## src/rtl/wb_arbiter_pkg.sv

```systemverilog
// Shared types and constants for the register-file write-back arbiter.
// Included by the interface, the FIFO and the arbiter top.
package wb_arbiter_pkg;

  localparam int DATA_W     = 32;
  localparam int REG_ADDR_W = 5;

  localparam logic [REG_ADDR_W-1:0] REG_ZERO = 5'd0;

  typedef enum logic [0:0] {
    NORMAL   = 1'b0,
    FORCE_MD = 1'b1
  } arb_state_e;

endpackage

```

## src/rtl/wb_arbiter_if.sv

```systemverilog
// Bus bundle between the ALU/mul-div producers and the write-back arbiter.
// The arbiter connects through the slave modport.
interface wb_arbiter_if #(
  parameter int DEPTH = 4
);
  import wb_arbiter_pkg::*;

  localparam int CNT_W = $clog2(DEPTH) + 1;

  logic                  alu_valid;
  logic [REG_ADDR_W-1:0] alu_add;
  logic [DATA_W-1:0]     alu_data;
  logic                  alu_stall;
  logic                  md_valid;
  logic                  md_ready;
  logic [REG_ADDR_W-1:0] md_add;
  logic [DATA_W-1:0]     md_data;
  logic                  en_write;
  logic [REG_ADDR_W-1:0] write_add;
  logic [DATA_W-1:0]     write_data;
  logic [CNT_W-1:0]      md_count;

  modport master (
    output alu_valid, alu_add, alu_data, md_valid, md_add, md_data,
    input  alu_stall, md_ready, en_write, write_add, write_data, md_count
  );

  modport slave (
    input  alu_valid, alu_add, alu_data, md_valid, md_add, md_data,
    output alu_stall, md_ready, en_write, write_add, write_data, md_count
  );

endinterface

```

## src/rtl/wb_arbiter_fifo.sv

```systemverilog
// Synchronous FIFO holding buffered mul/div results (destination + data).
// Occupancy, full and empty all derive from the registered count.
module wb_fifo
  import wb_arbiter_pkg::*;
#(
  parameter int DEPTH = 4
) (
  input  logic                       clk,
  input  logic                       rst,
  input  logic                       push,
  input  logic [REG_ADDR_W-1:0]      push_add,
  input  logic [DATA_W-1:0]          push_data,
  input  logic                       pop,
  output logic [REG_ADDR_W-1:0]      head_add,
  output logic [DATA_W-1:0]          head_data,
  output logic [$clog2(DEPTH):0]     count,
  output logic                       full,
  output logic                       empty
);

  localparam int AW = $clog2(DEPTH);
  localparam int CW = AW + 1;
  localparam logic [AW-1:0] PTR_ONE = AW'(1);
  localparam logic [CW-1:0] CNT_ONE = CW'(1);
  localparam logic [CW-1:0] CNT_MAX = CW'(DEPTH);

  logic [REG_ADDR_W-1:0] add_mem_r  [DEPTH];
  logic [DATA_W-1:0]     data_mem_r [DEPTH];
  logic [AW-1:0]         wr_ptr_r;
  logic [AW-1:0]         rd_ptr_r;
  logic [CW-1:0]         count_r;
  logic                  push_ok_s;
  logic                  pop_ok_s;

  assign full      = (count_r == CNT_MAX);
  assign empty     = (count_r == {CW{1'b0}});
  assign count     = count_r;
  assign push_ok_s = push && !full;
  assign pop_ok_s  = pop && !empty;
  assign head_add  = add_mem_r[rd_ptr_r];
  assign head_data = data_mem_r[rd_ptr_r];

  // storage array: contents are don't-care until written, so no reset
  always_ff @(posedge clk) begin
    if (push_ok_s) begin
      add_mem_r[wr_ptr_r]  <= push_add;
      data_mem_r[wr_ptr_r] <= push_data;
    end
  end

  // pointers and occupancy
  always_ff @(posedge clk) begin
    if (rst) begin
      wr_ptr_r <= {AW{1'b0}};
      rd_ptr_r <= {AW{1'b0}};
      count_r  <= {CW{1'b0}};
    end else begin
      if (push_ok_s) wr_ptr_r <= wr_ptr_r + PTR_ONE;
      if (pop_ok_s)  rd_ptr_r <= rd_ptr_r + PTR_ONE;
      case ({push_ok_s, pop_ok_s})
        2'b10:   count_r <= count_r + CNT_ONE;
        2'b01:   count_r <= count_r - CNT_ONE;
        default: count_r <= count_r;
      endcase
    end
  end

endmodule

```

## src/rtl/wb_arbiter.sv

```systemverilog
// Write-back arbiter: merges ALU results with FIFO-buffered mul/div results onto the
// single register-file write port, with a starvation bound on ALU priority.
module wb_arbiter
  import wb_arbiter_pkg::*;
#(
  parameter int DEPTH      = 4,
  parameter int STARVE_MAX = 4
) (
  input  logic         clk,
  input  logic         rst,
  wb_arbiter_if.slave  bus
);

  localparam int CW = $clog2(DEPTH) + 1;
  localparam int SW = $clog2(STARVE_MAX + 1);
  localparam logic [SW-1:0] STARVE_ONE = SW'(1);
  localparam logic [SW-1:0] STARVE_LIM = SW'(STARVE_MAX);

  arb_state_e            state_r, state_nxt_s;
  logic [SW-1:0]         starve_r, starve_nxt_s, starve_inc_s;
  logic                  en_write_r, wr_en_s;
  logic [REG_ADDR_W-1:0] write_add_r, wr_add_s;
  logic [DATA_W-1:0]     write_data_r, wr_data_s;
  logic                  alu_ok_s, push_s, pop_s;
  logic [REG_ADDR_W-1:0] head_add_s;
  logic [DATA_W-1:0]     head_data_s;
  logic [CW-1:0]         count_s;
  logic                  full_s, empty_s;

  // Writes to register 0 are architecturally void: ALU ones are ignored and
  // mul/div ones complete the handshake but are never buffered.
  assign alu_ok_s      = bus.alu_valid && (bus.alu_add != REG_ZERO);
  assign bus.md_ready  = !full_s && !rst;
  assign push_s        = bus.md_valid && bus.md_ready && (bus.md_add != REG_ZERO);
  assign bus.alu_stall = (state_r == FORCE_MD) && !rst;
  assign bus.md_count  = count_s;
  assign bus.en_write  = en_write_r;
  assign bus.write_add = write_add_r;
  assign bus.write_data = write_data_r;
  assign starve_inc_s  = starve_r + STARVE_ONE;

  wb_fifo #(.DEPTH(DEPTH)) u_fifo (
    .clk       (clk),
    .rst       (rst),
    .push      (push_s),
    .push_add  (bus.md_add),
    .push_data (bus.md_data),
    .pop       (pop_s),
    .head_add  (head_add_s),
    .head_data (head_data_s),
    .count     (count_s),
    .full      (full_s),
    .empty     (empty_s)
  );

  // arbitration decision, starve counter and next state
  always_comb begin
    state_nxt_s  = state_r;
    starve_nxt_s = starve_r;
    pop_s        = 1'b0;
    wr_en_s      = 1'b0;
    wr_add_s     = REG_ZERO;
    wr_data_s    = {DATA_W{1'b0}};
    case (state_r)
      NORMAL: begin
        if (alu_ok_s) begin
          wr_en_s   = 1'b1;
          wr_add_s  = bus.alu_add;
          wr_data_s = bus.alu_data;
          if (!empty_s) begin
            starve_nxt_s = starve_inc_s;
            if (starve_inc_s == STARVE_LIM) begin
              state_nxt_s = FORCE_MD;
            end else begin
              state_nxt_s = NORMAL;
            end
          end else begin
            starve_nxt_s = {SW{1'b0}};
          end
        end else if (!empty_s) begin
          pop_s        = 1'b1;
          wr_en_s      = 1'b1;
          wr_add_s     = head_add_s;
          wr_data_s    = head_data_s;
          starve_nxt_s = {SW{1'b0}};
        end else begin
          starve_nxt_s = {SW{1'b0}};
        end
      end
      FORCE_MD: begin
        if (!empty_s) begin
          pop_s     = 1'b1;
          wr_en_s   = 1'b1;
          wr_add_s  = head_add_s;
          wr_data_s = head_data_s;
        end else begin
          pop_s = 1'b0;
        end
        starve_nxt_s = {SW{1'b0}};
        state_nxt_s  = NORMAL;
      end
      default: begin
        starve_nxt_s = {SW{1'b0}};
        state_nxt_s  = NORMAL;
      end
    endcase
  end

  // state, counter and registered write port
  always_ff @(posedge clk) begin
    if (rst) begin
      state_r      <= NORMAL;
      starve_r     <= {SW{1'b0}};
      en_write_r   <= 1'b0;
      write_add_r  <= REG_ZERO;
      write_data_r <= {DATA_W{1'b0}};
    end else begin
      state_r      <= state_nxt_s;
      starve_r     <= starve_nxt_s;
      en_write_r   <= wr_en_s;
      write_add_r  <= wr_add_s;
      write_data_r <= wr_data_s;
    end
  end

endmodule

```

## src/flat_wrapper.sv

```systemverilog
// flat-port wrapper written by rule: the top's interface ports become plain ports
module wb_arbiter_flat import wb_arbiter_pkg::*;
#(
  parameter int DEPTH      = 4,
  parameter int STARVE_MAX = 4
)
  (clk, rst, bus_alu_valid, bus_alu_add, bus_alu_data, bus_md_valid, bus_md_add, bus_md_data, bus_alu_stall, bus_md_ready, bus_en_write, bus_write_add, bus_write_data, bus_md_count);
  wb_arbiter_if #(.DEPTH(DEPTH)) bus_i ();
  input  logic clk;
  input  logic rst;
  input wire logic [$bits(bus_i.alu_valid)-1:0] bus_alu_valid;
  input wire logic [$bits(bus_i.alu_add)-1:0] bus_alu_add;
  input wire logic [$bits(bus_i.alu_data)-1:0] bus_alu_data;
  input wire logic [$bits(bus_i.md_valid)-1:0] bus_md_valid;
  input wire logic [$bits(bus_i.md_add)-1:0] bus_md_add;
  input wire logic [$bits(bus_i.md_data)-1:0] bus_md_data;
  output wire logic [$bits(bus_i.alu_stall)-1:0] bus_alu_stall;
  output wire logic [$bits(bus_i.md_ready)-1:0] bus_md_ready;
  output wire logic [$bits(bus_i.en_write)-1:0] bus_en_write;
  output wire logic [$bits(bus_i.write_add)-1:0] bus_write_add;
  output wire logic [$bits(bus_i.write_data)-1:0] bus_write_data;
  output wire logic [$bits(bus_i.md_count)-1:0] bus_md_count;
  assign bus_i.alu_valid = bus_alu_valid;
  assign bus_i.alu_add = bus_alu_add;
  assign bus_i.alu_data = bus_alu_data;
  assign bus_i.md_valid = bus_md_valid;
  assign bus_i.md_add = bus_md_add;
  assign bus_i.md_data = bus_md_data;
  assign bus_alu_stall = bus_i.alu_stall;
  assign bus_md_ready = bus_i.md_ready;
  assign bus_en_write = bus_i.en_write;
  assign bus_write_add = bus_i.write_add;
  assign bus_write_data = bus_i.write_data;
  assign bus_md_count = bus_i.md_count;
  wb_arbiter #(.DEPTH(DEPTH), .STARVE_MAX(STARVE_MAX)) u_core (.clk(clk), .rst(rst), .bus(bus_i));
endmodule
```

## config.mk

```make
export PLATFORM = sky130hd
export DESIGN_NAME = wb_arbiter_flat
export DESIGN_NICKNAME = d
export VERILOG_FILES = /design/src/rtl/wb_arbiter_pkg.sv /design/src/rtl/wb_arbiter_if.sv /design/src/rtl/wb_arbiter_fifo.sv /design/src/rtl/wb_arbiter.sv /design/src/flat_wrapper.sv
export SDC_FILE = /design/constraint.sdc
export NUM_CORES = 1
export LEC_CHECK = 0
export CAP_MARGIN = 25
export CORE_MARGIN = 5
export CORE_UTILIZATION = 58
export DETAILED_ROUTE_END_ITERATION = 10
export PLACE_DENSITY = 0.94
export SYNTH_ARGS = -nofsm -noshare
export SYNTH_HDL_FRONTEND = slang
export SYNTH_HIERARCHICAL = 1
export SYNTH_SLANG_ARGS = --single-unit
```

## constraint.sdc

```tcl
create_clock -name clk -period 7.8 [get_ports clk]
set_input_delay 1.17 -clock clk [delete_from_list [all_inputs] [get_ports clk]]
set_output_delay 1.17 -clock clk [all_outputs]
set_load 0.02 [all_outputs]
```

==> results.tsv <==
metric	value	unit
synth_compound_area_share	8.08	%
hold_depth	1	
critical-path-max-stage-delay	0.85	ns
rsz0062_at_grt	no	
synthCells	497	
period_minus_slack	4.41	ns
synth_warnings	6	
ctsHoldBuffers	0	
first_global_vias	5245	
endpoint_kind	flop	
worstPathMaxFanout	65	
io_pins	121	
tns	0	ns
synthTopCellsByArea	edfxtp_1 55%, dfxtp_1 13%, mux4_2 8.3%, o2111ai_1 3.4%, or4_1 3.0%	
antenna_found_initial	1	
rows	43	
start_util	58.8	%
grt_usage	24.0	%
clockRootBuffer	clkbuf_16	
critPathArrivalTime	4.77	ns
drc	0	
synth-seq-cells	199	
die_h	128	um
dp_slack	3.07	ns
drv_slew	0	
critPathMostFrequentCell	inv_1	
die_area	16500	um2
outcome	complete, no violations	
hp-class	reg -> reg	
cpMaxStageDelayCell	or4_4	
synth_cell_types	37	
cts_tree	yes	
cp-start-kind	input pin	
yosys.area.top_type_share	54.7	%
vias_per_cell	6.42	
p_leak	3.08	nW
synth.most_common_cell	edfxtp_1	
htree_levels	4	
cts_buffers	17	
synth_simple_gate_area_share	8.71	%
via_count	5072	
synth_top_family_by_area	multiplexers	
grt_pass1_wl	29400	um
drive_above_1_share	13.3	%
synthesis.area	8130	um2
dp_hpwl	11600	um
synth.area.mux_share	10.7	%
post_cts_resized	0	
syn_nets	583	
hold_violations	0	
diodes	0	
crit_family	simple AND/OR/NAND/NOR gates	
fin_util	71.9	%
power	2.21	mW
synth_area_leader_cell	edfxtp_1	
area_growth	22.3	%
path_cells	clkdlybuf4s50_1 -> or4_4 -> o21ai_1 -> nor2b_1 -> o31ai_1 -> inv_1 -> ha_1 -> inv_1 -> fa_1 -> xor2_1 -> or3_1 -> a21oi_1	
grt_max_degree	70	
route.antenna.remaining_nets	0	
async_reset_ff_share	0	%
drtIter0Drc	544	
synthXorXnorAreaFrac	0.323	%
synth-edff-count	148	
power_density	223	nW/um2
place_congestion	0.761	
critPathBufInv	3	
path_clk_slew	0.07	ns
max-clock-path-buffers	2	
synth_common_cells	148 x edfxtp_1, 51 x dfxtp_1, 35 x nand2b_1	
slew_headroom	30.8	%
cts_setup_buffers	0	
max_freq	227	MHz
peakVddDrop	0.124	mV
worstMarginPinSlew	1.04	ns
wl_per_cell	24.2	um
clock_sinks	199	
io_buffers	120	
die_x	128	um
seq_area_frac_synth	67.2	%
max_cap_viol_count	0	
finalNetCount	683	
syn_area_per_cell	16.4	um2
synthFlopType	edfxtp_1	
critical_path_depth	12	
synth_adder_area_share	1.32	%
setup_viol	0	
ff2ff_path_depth	13	
setup_slack	3.39	ns
drt-total-wl	19100	um
core	13800	um2
required	8.16	ns
grt-ovfl-total	0	
skew	0.00561	ns
dr.pass1.iters	5	
clk_latency	0.44	ns
period_share	56.6	%
worst-setup-path-type	in -> reg	
-- power by group --
group	internal (mW)	switching [mW]	total, mW
combinational	0.107	0.121	0.228
clock	0.413	0.393	0.806
sequential	1.17	0.0119	1.18
-- cell usage in the layout, fill, tap and decap left out, drive strengths merged, types with 2 or more instances in the layout --
| master | count |
|---|---|
| mux4 | 37 |
| nand2b | 35 |
| o311ai | 32 |
| xor2 | 3 |
| o21ai | 6 |
| and2 | 4 |
| dfxtp | 51 |
| or4 | 33 |
| a31oi | 3 |
| nor4 | 4 |
| edfxtp | 148 |
| buf | 9 |
| nor2b | 5 |
| nand3 | 3 |
| nand2 | 7 |
| inv | 16 |
| or3 | 3 |
| ha | 7 |
| clkinvlp | 5 |
| a21oi | 8 |
| clkdlybuf4s50 | 118 |
| clkinv | 4 |
| nor2 | 9 |
| o2111ai | 32 |
| nor4b | 2 |
| nor3 | 2 |
| nand3b | 3 |
| clkbuf | 17 |
-- path summary, 6_finish.rpt --
path	startpoint	endpoint	slack [ns]
max	bus_alu_add[1]	u_core/u_fifo/count[2]	3.39
min	u_core/starve_r[0]	u_core/starve_r[0]	0.45
max reg2reg	u_core/u_fifo/count[2]	u_core/u_fifo/count[2]	4.96
min reg2reg	u_core/starve_r[0]	u_core/starve_r[0]	0.45
-- sequential cells by signal (all words and copies together), names as in the netlist, named ones only --
register                  flops
u_core/u_fifo/data_mem_r    128
u_core/bus.en_write           1
u_core/u_fifo/wr_ptr_r        2
u_core/bus.write_data        32
u_core/u_fifo/count           3
u_core/u_fifo/add_mem_r      20
u_core/u_fifo/rd_ptr_r        2
u_core/state_r                1
u_core/starve_r               3
u_core/bus.write_add          5
-- cell type report --
class	count	area (um2)
inverters	10	37.5
well taps	180	225
repair buffers	127	1280
flip-flops and latches	199	5470
multi-input cells	242	2390
clock buffers	17	425
fillers	787	3880
clock inverters	15	118
-- cell families (layout without fill, tap and decap cells) --
kind of cell,Yosys count,count (layout)
AND/OR/NAND/NOR,111,111
flip-flops,199,199
XOR/XNOR,3,3
adder cells (fa/ha/maj),8,8
multiplexers,38,38
AO/OA/AOI/OAI,82,82
buffers and inverters,56,169
-- stage by stage --
step | std cells | instance area (um2) | hold slack, ns
global placement | 756 | 9350 | 0.415
detailed placement | 756 | 9350 | 0.443
global route | 790 | 9940 | 0.482
finish | 790 | 9940 | 0.454
floorplan | 497 | 8130 | 0.407
CTS | 788 | 9890 | 0.453
-- routing by layer --
layer | vias up | global-route usage (%) | wire length [um]
met2 | 257 | 39.9 | 10000
met1 | 2512 | 30.1 | 7070
met3 | 47 | 6.23 | 1480
met4 | 2 | 9.99 | 543
met5 | - | 0 | 11
li1 | 2254 | - | -
Note: power is estimated with default switching activity, not from simulation.
